`src/rtl/key_step_conditioner_pkg.sv`:
```
// rtl/key_step_conditioner_pkg.sv - shared state encodings and defaults for the step-key conditioner
// Purpose: FSM state encoding and the default debounce length used by key_step_conditioner.
// Ports: none (package).
package key_step_conditioner_pkg;

   typedef enum logic [1:0] {
      ST_IDLE         = 2'd0,
      ST_PRESS_WAIT   = 2'd1,
      ST_PRESSED      = 2'd2,
      ST_RELEASE_WAIT = 2'd3
   } ks_state_e;

   // 1 ms of stability at 50 MHz
   localparam int DEFAULT_DEBOUNCE_CYCLES = 50000;

endpackage : key_step_conditioner_pkg

```
`src/rtl/key_step_conditioner_sync_chain.sv`:
```
// rtl/key_step_conditioner_sync_chain.sv - multi-stage flop synchronizer with programmable reset value
// Purpose: brings an asynchronous bus into the clk domain through STAGES flops.
// Ports:
//   clk    in   1      sampling clock
//   rst_n  in   1      asynchronous active-low reset, loads RESET_VALUE into every stage
//   d      in   WIDTH  asynchronous input
//   q      out  WIDTH  synchronized output (last stage)
module sync_chain #(
   parameter int   WIDTH       = 1,
   parameter int   STAGES      = 2,
   parameter logic RESET_VALUE = 1'b0
) (
   input  logic             clk,
   input  logic             rst_n,
   input  logic [WIDTH-1:0] d,
   output logic [WIDTH-1:0] q
);

   logic [WIDTH-1:0] stage_d [STAGES];
   logic [WIDTH-1:0] stage_q [STAGES];

   always_comb begin
      stage_d[0] = d;
      for (int i = 1; i < STAGES; i++) begin
         stage_d[i] = stage_q[i-1];
      end
   end

   always_ff @(posedge clk or negedge rst_n) begin
      if (!rst_n) begin
         for (int i = 0; i < STAGES; i++) begin
            stage_q[i] <= {WIDTH{RESET_VALUE}};
         end
      end else begin
         for (int i = 0; i < STAGES; i++) begin
            stage_q[i] <= stage_d[i];
         end
      end
   end

   assign q = stage_q[STAGES-1];

endmodule : sync_chain

```
`src/rtl/key_step_conditioner.sv`:
```
// rtl/key_step_conditioner.sv - debounced single-step pulse generator with switch capture
// Purpose: turns the raw active-low step button and slide switches into one clean step
//          pulse per debounced press, plus the switch value captured on that pulse.
// Ports:
//   CLOCK_50     in   1         system clock
//   reset_n      in   1         asynchronous active-low reset
//   key_n        in   1         raw step button, active-low, asynchronous
//   sw_raw       in   SW_WIDTH  raw slide switches, asynchronous
//   step         out  1         one-cycle pulse per accepted press
//   sw_sample    out  SW_WIDTH  synchronized switches latched on the step cycle
//   key_level    out  1         debounced key level, 1 = pressed
//   press_count  out  8         accepted presses, wraps 255->0
module key_step_conditioner
   import key_step_conditioner_pkg::*;
#(
   parameter int SW_WIDTH        = 10,
   parameter int SYNC_STAGES     = 2,
   parameter int DEBOUNCE_CYCLES = DEFAULT_DEBOUNCE_CYCLES
) (
   input  logic                CLOCK_50,
   input  logic                reset_n,
   input  logic                key_n,
   input  logic [SW_WIDTH-1:0] sw_raw,
   output logic                step,
   output logic [SW_WIDTH-1:0] sw_sample,
   output logic                key_level,
   output logic [7:0]          press_count
);

   localparam int              CNT_W    = $clog2(DEBOUNCE_CYCLES + 1);
   localparam logic [CNT_W-1:0] CNT_LAST = CNT_W'(DEBOUNCE_CYCLES - 1);

   logic                k_s;
   logic [SW_WIDTH-1:0] sw_s;

   ks_state_e           state_q, state_d;
   logic [CNT_W-1:0]    cnt_q, cnt_d;
   logic                step_q, step_d;
   logic [SW_WIDTH-1:0] sw_sample_q, sw_sample_d;
   logic                key_level_q, key_level_d;
   logic [7:0]          press_count_q, press_count_d;

   // Key and switches use identical chain depth so sw_s lines up with k_s.
   sync_chain #(
      .WIDTH       (1),
      .STAGES      (SYNC_STAGES),
      .RESET_VALUE (1'b1)
   ) u_key_sync (
      .clk   (CLOCK_50),
      .rst_n (reset_n),
      .d     (key_n),
      .q     (k_s)
   );

   sync_chain #(
      .WIDTH       (SW_WIDTH),
      .STAGES      (SYNC_STAGES),
      .RESET_VALUE (1'b0)
   ) u_sw_sync (
      .clk   (CLOCK_50),
      .rst_n (reset_n),
      .d     (sw_raw),
      .q     (sw_s)
   );

   // State and output registers
   always_ff @(posedge CLOCK_50 or negedge reset_n) begin
      if (!reset_n) begin
         state_q       <= ST_IDLE;
         cnt_q         <= '0;
         step_q        <= 1'b0;
         sw_sample_q   <= '0;
         key_level_q   <= 1'b0;
         press_count_q <= '0;
      end else begin
         state_q       <= state_d;
         cnt_q         <= cnt_d;
         step_q        <= step_d;
         sw_sample_q   <= sw_sample_d;
         key_level_q   <= key_level_d;
         press_count_q <= press_count_d;
      end
   end

   // Next state
   always_comb begin
      state_d = state_q;
      case (state_q)
         ST_IDLE: begin
            if (!k_s) state_d = ST_PRESS_WAIT;
         end
         ST_PRESS_WAIT: begin
            if (k_s)                    state_d = ST_IDLE;
            else if (cnt_q == CNT_LAST) state_d = ST_PRESSED;
         end
         ST_PRESSED: begin
            if (k_s) state_d = ST_RELEASE_WAIT;
         end
         ST_RELEASE_WAIT: begin
            if (!k_s)                   state_d = ST_PRESSED;
            else if (cnt_q == CNT_LAST) state_d = ST_IDLE;
         end
         default: state_d = ST_IDLE;
      endcase
   end

   // Counter and registered outputs
   always_comb begin
      cnt_d         = '0;
      step_d        = 1'b0;
      sw_sample_d   = sw_sample_q;
      press_count_d = press_count_q;
      key_level_d   = (state_d == ST_PRESSED) || (state_d == ST_RELEASE_WAIT);

      // Count only while staying inside a wait state; any transition restarts at zero.
      if ((state_d == state_q) &&
          ((state_q == ST_PRESS_WAIT) || (state_q == ST_RELEASE_WAIT))) begin
         cnt_d = cnt_q + CNT_W'(1);
      end

      // The only path that produces a step is a completed press debounce.
      if ((state_q == ST_PRESS_WAIT) && (state_d == ST_PRESSED)) begin
         step_d        = 1'b1;
         sw_sample_d   = sw_s;
         press_count_d = press_count_q + 8'd1;
      end
   end

   assign step        = step_q;
   assign sw_sample   = sw_sample_q;
   assign key_level   = key_level_q;
   assign press_count = press_count_q;

endmodule : key_step_conditioner

```
`config.mk`:
```
export PLATFORM = sky130hd
export DESIGN_NAME = key_step_conditioner
export DESIGN_NICKNAME = d
export VERILOG_FILES = /design/src/rtl/key_step_conditioner_pkg.sv /design/src/rtl/key_step_conditioner_sync_chain.sv /design/src/rtl/key_step_conditioner.sv
export SDC_FILE = /design/constraint.sdc
export NUM_CORES = 1
export LEC_CHECK = 0
export CAP_MARGIN = 25
export CORE_MARGIN = 1
export CORE_UTILIZATION = 57
export CTS_CLUSTER_DIAMETER = 100
export CTS_CLUSTER_SIZE = 30
export DETAILED_ROUTE_END_ITERATION = 8
export PLACE_DENSITY_LB_ADDON = 0.25
export SKIP_LAST_GASP = 1
export SLEW_MARGIN = 20
export SYNTH_ARGS = -nofsm -noshare
export SYNTH_HDL_FRONTEND = slang
export SYNTH_SLANG_ARGS = --single-unit
```
`constraint.sdc`:
```
create_clock -name CLOCK_50 -period 2.75 [get_ports CLOCK_50]
set_input_delay 0.4125 -clock CLOCK_50 [delete_from_list [all_inputs] [get_ports CLOCK_50]]
set_output_delay 0.4125 -clock CLOCK_50 [all_outputs]
set_load 0.02 [all_outputs]
```
# Word level (Yosys, flattened, before mapping)
# Cells that the tools add are included.
[word_totals]
reg_bits = 60
output_inout_bits = 20
elab_cells = 33
input_bits = 13
[classes]
muxes = 9
addsub = 2
eq_ne = 7
reduce_logical = 5
[op_table]
columns = ["cell", "count"]
rows = [
  ["$add 16x1->16 const B", 1],
  ["$eq 16x16->1 const B", 1],
  ["$mux 16", 1],
  ["$mux 2", 6],
  ["$add 8x1->8 const B", 1],
  ["$eq 2x2->1 const B", 4],
  ["$pmux 2 s4", 1],
  ["$eq 2x1->1 const B", 1],
  ["$eq 2x2->1", 1],
  ["$logic_and 1x1->1", 2],
  ["$logic_not 2->1", 1],
  ["$logic_or 1x1->1", 2],
  ["$mux 1", 1],
]

# Logic depth before layout (Yosys ltp)
# Gate-level depths: netlist of run 1.
[depth]
word_depth = 7
mapped_depth = 7
depth_no_buf = 5

# By module
# From an unflattened synthesis of run 1, not the netlist that was laid out.
[unflattened]
hier_cells = 168
area_unflattened_um2 = 2284.7
[by_module_without_submodules]
columns = ["mod", "seq_area_each_um2", "area_per_inst_um2", "cells_each", "instances"]
rows = [
  ["key_step_conditioner", 925.9, 1731.7, 146, 1],
  ["sync_chain (u_sw_sync)", 500.5, 500.5, 20, 1],
  ["sync_chain (u_key_sync)", 52.6, 52.6, 2, 1],
]

# Worst setup path before layout of run 1
# No wires, ideal clock.
[synth_path]
path_kind = "reg-to-reg"
startpoint = "register cnt_q[0]"
endpoint = "register sw_sample_q[1] (netlist: sw_sample[1])"
setup_ns = 0.125
n_path_buf = 2
t_required_ns = 2.625
arrival_time_ns = 1.685
path_slack_ns = 0.940
stages_incl_launch_ff = 8
period_less_slack_ns = 1.810
path_cell_list = "dfrtp_1 > ha_1 > and4_1 > and4_1 > buf_6 > nand2_4 > buf_6 > mux2_4"
[synth_between]
elab_chain_cells = 6
elab_cells_between_ends = 8
classes_between = "eq/ne (2); mux (5); reduce/logical (1)"
[synth_lines]
columns = ["item", "line", "source"]
rows = [
  ["start, declared", "key_step_conditioner.sv:37", "logic [CNT_W-1:0] cnt_q, cnt_d;"],
  ["start signal, assigned", "key_step_conditioner.sv:77", "cnt_q <= cnt_d;"],
  ["$eq 16x16->1 (*)", "key_step_conditioner.sv:94, key_step_conditioner.sv:101", ""],
  ["$mux 2, on equally long branches", "key_step_conditioner.sv:101, key_step_conditioner.sv:94", ""],
  ["$mux 2, on equally long branches", "key_step_conditioner.sv:100, key_step_conditioner.sv:93", ""],
  ["$pmux 2 s4 (*)", "key_step_conditioner.sv:88", "case (state_q)"],
  ["$eq 2x2->1 (*)", "key_step_conditioner.sv:122", "if ((state_q == ST_PRESS_WAIT) && (state_d == ST_PRESSED)) begin"],
  ["$logic_and 1x1->1 (*)", "key_step_conditioner.sv:122", ""],
  ["end signal, assigned", "key_step_conditioner.sv:79", "sw_sample_q <= sw_sample_d;"],
  ["end, declared", "key_step_conditioner.sv:39", "logic [SW_WIDTH-1:0] sw_sample_q, sw_sample_d;"],
]
# Mark *: on every way between the ends. The rest lies on a longest branch, timed or not.
# A chain may end at the register's enable or synchronous reset.

# Worst setup path in the final report of run 1
# Same ends and word-level chain as after synthesis.

==> impl_metrics.toml, run 1 <==
[timing]
final.setup.tns_ps = 0
finClkSkew_ps = 7.72
fin_crit_ps = 2050
setup_ws_ps = 700
max_freq_mhz = 488
worst_pin_slew_ps = 546
hold_viol = 0
max_slew_margin_pct = 63.5
rsz0062_at_grt = "false"
finalCritPeriodShare_pct = 74.6
finalSetupViolations = 0
slew_violations = 0

[finish]
instances_no_fill = 259
num_antenna_cells = 0
syn2layout_area_growth_pct = 24.7
drive_gt1_share_pct = 16.6
layout.nets = 221
fin_util_pct = 76.2
fillers = 225

[critical_path]
worstPathArrival_ps = 2270
crit_type = "reg2reg"
reg2reg_slack_ps = 700
crit_required_ps = 2970
endpoint = "sw_sample[1]$_DFFE_PN0P_"
crit_fanout = 13
r2r-start = "cnt_q[0]$_DFF_PN0_"
rr_endpoint = "sw_sample[1]$_DFFE_PN0P_"
crit_path_start_kind = "register"
ff2ff_path_depth = 5
crit_start = "cnt_q[0]$_DFF_PN0_"
endpoint_kind = "register"

[power_and_ir_drop]
leakagePower_nw = 1.32
pwr-share-clk_pct = 45.7
seq_power_share_pct = 51.7
switching_share_pct = 20.7
ir_drop_mv = 0.478
power.internal_mw = 1.37
p_per_area_nw_per_um2 = 607
comb_power_share_pct = 2.6
p_total_mw = 1.73
power.switching_mw = 0.358

[clock_tree]
clk_pin_slew_ps = 60
clk_latency_ps = 340
ctsHoldBuffers = 1
cts-root-buf = "clkbuf_8"
cts_htree_levels = 3
post_cts_buffers = 0
cts_tree = "done"
cts_buffer_depth = 2
clock-sinks = 59
cts_resized = 0
numCtsBuffers = 9

[logic_synthesis]
netlist_area_um2 = 2290
synthTopCellsByArea = "dfrtp_1 62%, mux2_4 5.2%, xnor2_1 4.6%, xor2_1 3.8%, nor2_1 3.0%"
netlist_instances = 166
synth_commonest_cells = "57 x dfrtp_1, 18 x nor2_1, 12 x xnor2_1"
avgSynthCellArea_um2 = 13.8
ys_seq_area_share_pct = 64.6
synth_edf_count = 0
synth_nets = 181
synth_seq_cells = 59
synth_top_area_share_pct = 62.3
synth-async-reset-ratio_pct = 100
ys_warn_count = 0
yosysMostFrequentCell = "dfrtp_1"
ys.flop_type = "dfrtp_1"
ys_types = 25
yosysTopAreaCell = "dfrtp_1"

[floorplan]
dieArea_um2 = 4270
start_util_pct = 61.1
core-area_um2 = 3740
chipWidth_um = 65.4
ios = 33
rows = 22
die-height_um = 65.4

[route]
wl_per_cell_um = 15.3
drc_errors = 0
routed_wl_um = 3970
routed_via_density = 5.36
dr.pass1.iters = 4
vias = 1389
drtIter0Drc = 86
antenna_left = 0

[global_routing]
grt_usage_pct = 22.9
grt_pass1_wl_um = 6830
antenna_found_initial = 0
overflow = 0
grt_max_degree = 31
grt_pass1_vias = 1490

[run_status]
status = "completed"

[placed_design]
pre_cts_ws_ps = 696
hpwlAfterDp_um = 2600
gp_congestion = 0.901
io_buffers = 32
placed_cells = 242

[run]
maxCapViolations = 0

[hold_path]
worst_hold_path_type = "reg2reg"
[sequential cells by signal (all words and copies together), names as in the netlist]
name	count
cnt_q	16
sw_sample	10
u_sw_sync.q	10
u_sw_sync.stage_d	10
press_count	8
key_level	1
state_q	1
step	1
u_key_sync.q	1
u_key_sync.stage_d	1
[placed cells by master, fill, tap and decap left out, drive strengths merged, types with 2 or more instances in the layout]
cell,n
xnor2,12
and4bb,2
clkbuf,12
nand3,10
nor4b,2
and2,2
nand2,2
mux2,11
and3,8
nor2,18
inv,4
dfrtp,57
xor2,10
and4,5
ha,2
clkinv,3
clkdlybuf4s50,31
nand4,10
dfstp,2
buf,3
[stage by stage]
| stage | hold WS, ps | cell area, um2 |
|---|---|---|
| after floorplan | 117 | 2290 |
| after global placement | 279 | 2640 |
| after detailed placement | 296 | 2640 |
| after CTS | 355 | 2850 |
| after global routing | 357 | 2850 |
| final | 350 | 2850 |
[how the worst min path moves through the flow]
stage                                          from                  endpoint  slack, ps  cells after the start
floorplan                                   reset_n        cnt_q[0]$_DFF_PN0_        120                      0
global placement                            reset_n  u_sw_sync.q[2]$_DFF_PN0_        280                      1
detailed placement                          reset_n  u_sw_sync.q[1]$_DFF_PN0_        300                      1
CTS                  u_sw_sync.stage_d[4]$_DFF_PN0_  u_sw_sync.q[4]$_DFF_PN0_        350                      0
global route        u_key_sync.stage_d[0]$_DFF_PN1_    u_key_sync.q$_DFF_PN1_        360                      0
finish               u_sw_sync.stage_d[4]$_DFF_PN0_  u_sw_sync.q[4]$_DFF_PN0_        350                      0
[area by class of cell]
class / count / area [um2] / area share, %
Tap cell: 48 / 60.1 / 2.11
Sequential cell: 59 / 1480 / 51.8
Clock inverter: 4 / 48.8 / 1.71
Multi-Input combinational cell: 97 / 754 / 26.4
Clock buffer: 12 / 155 / 5.44
Inverter: 4 / 15.0 / 0.526
Timing Repair Buffer: 35 / 340 / 11.9
[cells by family (layout without fill, tap and decap cells)]
kind of cell	count (synthesis)	after routing	synth area share (%)
muxes	12	12	7.16
and+or+nand+nor	61	61	16.3
xor gates and xnor gates	22	22	8.42
buffers and inverters	10	55	2.41
DFF	59	59	64.6
adders and majority gates	2	2	1.09
[power by group through the flow]
stage / registers (mW) / logic [mW] / clock network, mW
final: 0.895 / 0.0444 / 0.792
after global routing: 0.897 / 0.0506 / 0.854
after CTS: 0.895 / 0.0459 / 0.819
after detailed placement: 0.911 / 0.0448 / 0
after global placement: 0.909 / 0.0426 / 0
after floorplan: 0.908 / 0.00775 / 0
[worst max-delay path: stages (launching register included)]
cell and delay, ps:
dfrtp_1 380, ha_1 300, and4_1 210, and4_1 450, nand2_4 240, mux2_4 350
[metal layers]
metal	global-route usage, %	part of all wire [%]
met5	0	0
met2	33.6	48
met3	10.6	5.6
met4	12.8	3.1
met1	27.9	43
(Power assumes the default switching activity.)
==> run 2, diff against run 1 <==
CORE_UTILIZATION = 53   (was 57)
clock period = 2.1 ns   (was 2.75 ns; I/O delays follow)
==> impl_metrics.toml, run 2 (same netlist as run 1, synthesis figures left out) <==
[finish]
final_common_cell = "dfrtp_1"
layout.nets = 221
drive_gt1_share_pct = 17.5
final_cell_mix = "57 x dfrtp_1, 31 x clkdlybuf4s50_1, 18 x nor2_1, 12 x xnor2_1, 11 x clkbuf_8"
syn2layout_area_growth_pct = 26.2
largest-register = "cnt_q"
num_antenna_cells = 0
largest_reg_flops = 16

[power_and_ir_drop]
comb_power_share_pct = 2.5
power.switching_mw = 0.455
power.internal_mw = 1.91
ir_drop_mv = 0.558
leakagePower_nw = 1.34
p_per_area_nw_per_um2 = 820
seq_power_share_pct = 49.5
pwr-share-clk_pct = 48.0
switching_share_pct = 19.2

[route]
vias = 1399
top_layer_used = "met4"
met3_length_um = 133
dr.pass1.iters = 4
drt-met1-wl_um = 1670
drtIter0Drc = 44
routed_via_density = 5.36
routed_wl_um = 3930
drc_errors = 0
wl_per_cell_um = 15.1
dr_wl_met2_um = 2080
antenna_left = 0

[clock_tree]
cts_tree = "done"
cts-root-buf = "clkbuf_8"
post_cts_buffers = 0
clk_pin_slew_ps = 60
cts_resized = 0
numCtsBuffers = 9
ctsHoldBuffers = 0
cts_buffer_depth = 2
cts_htree_levels = 3
clk_latency_ps = 320
clock-sinks = 59

[timing]
rsz0062_at_grt = "false"
finalSetupViolations = 0
finClkSkew_ps = 6.50
slew_violations = 0
final.setup.tns_ps = 0
fin_crit_ps = 1860
worst_pin_slew_ps = 638
hold_ws_ps = 7.99
hold_viol = 0
max_freq_mhz = 538
finalCritPeriodShare_pct = 88.4
max_slew_margin_pct = 57.5

[critical_path]
crit_path_start_kind = "register"
crit_type = "reg2reg"
crit_required_ps = 2310
worstPathArrival_ps = 2060
endpoint_kind = "register"
crit_fanout = 13

[run_status]
status = "completed"

[hold_path]
worst_hold_path_type = "in2async"

[floorplan]
rows = 23
start_util_pct = 56.0
chipWidth_um = 67.7
dieArea_um2 = 4580
ios = 33
die-height_um = 67.7
core-area_um2 = 4090

[global_routing]
grt_pass1_vias = 1385
grt_usage_pct = 20.2
grt_pass1_wl_um = 6330
overflow = 0
antenna_found_initial = 0
grt_max_degree = 34

[run]
maxCapViolations = 0

[placed_design]
gp_congestion = 0.777
io_buffers = 32
hpwlAfterDp_um = 2620
## run 2: cell count changes in the layout (fill, tap and decap cells not counted)
cell           before  now
buf_12              0    1
bufinv_16           1    2
clkbuf_1            1    0
clkinv_2            2    3
clkinv_4            1    0
dlygate4sd3_1       1    0
## run 2: layout make-up
class	instances	area, um2
Inverter	4	15.0
Fill cell	291	1200
Clock inverter	5	75.1
Timing Repair Buffer	35	350
Tap cell	50	62.6
Clock buffer	11	151
Sequential cell	59	1480
Multi-Input combinational cell	97	754
## run 2: path summary, 6_finish.rpt
| check | cells after the start | end | slack, ps | startpoint |
|---|---|---|---|---|
| worst min register to register | 0 | u_sw_sync.q[9]$_DFF_PN0_ | 350 | u_sw_sync.stage_d[9]$_DFF_PN0_ |
| worst min-delay path | 1 | cnt_q[11]$_DFF_PN0_ | 8 | reset_n |
| max in group asynchronous | 2 | u_key_sync.stage_d[0]$_DFF_PN1_ | 1430 | reset_n |
| min in group CLOCK_50 | 0 | u_sw_sync.q[9]$_DFF_PN0_ | 350 | u_sw_sync.stage_d[9]$_DFF_PN0_ |
| worst max register to register | 5 | press_count[1]$_DFFE_PN0P_ | 240 | cnt_q[0]$_DFF_PN0_ |
| worst max-delay path | 5 | press_count[1]$_DFFE_PN0P_ | 240 | cnt_q[0]$_DFF_PN0_ |
## run 2: layer usage
layer	up-vias	global-route usage (%)
met5	-	0
met4	0	7.98
met3	6	7.94
met2	28	32.9
met1	718	23.8
li1	647	-
## run 2: metrics by stage
step / worst slack (ps) / std cells / utilization, % / area [um2] / total power, mW
after floorplan: 290 / 166 / - / 2290 / 1.20
after global placement: 334 / 245 / 65.1 / 2660 / 1.25
after detailed placement: 252 / 245 / 65.1 / 2660 / 1.25
after CTS: 241 / 261 / 70.7 / 2890 / 2.40
after global routing: 153 / 261 / 70.7 / 2890 / 2.45
final: 243 / 261 / 70.7 / 2890 / 2.37
## run 2: power by group through the flow
stage / sequential [mW] / clock [mW] / combinational (mW)
floorplan: 1.19 / 0 / 0.0102
global placement: 1.19 / 0 / 0.0577
detailed placement: 1.19 / 0 / 0.0598
CTS: 1.17 / 1.17 / 0.0604
global route: 1.17 / 1.21 / 0.0664
finish: 1.17 / 1.14 / 0.0583
## run 2: critical path: stages, from the launching register on
cell	delay, ps
dfrtp_1	400
ha_1	300
and4_1	230
and4_1	240
nand2_4	200
mux2_2	370
==> run 3, diff against run 2 <==
GPL_ROUTABILITY_DRIVEN = 0   (was unset)
==> results of run 3 <==
The final DEF is identical to that of run 2; final timing and power are the same.
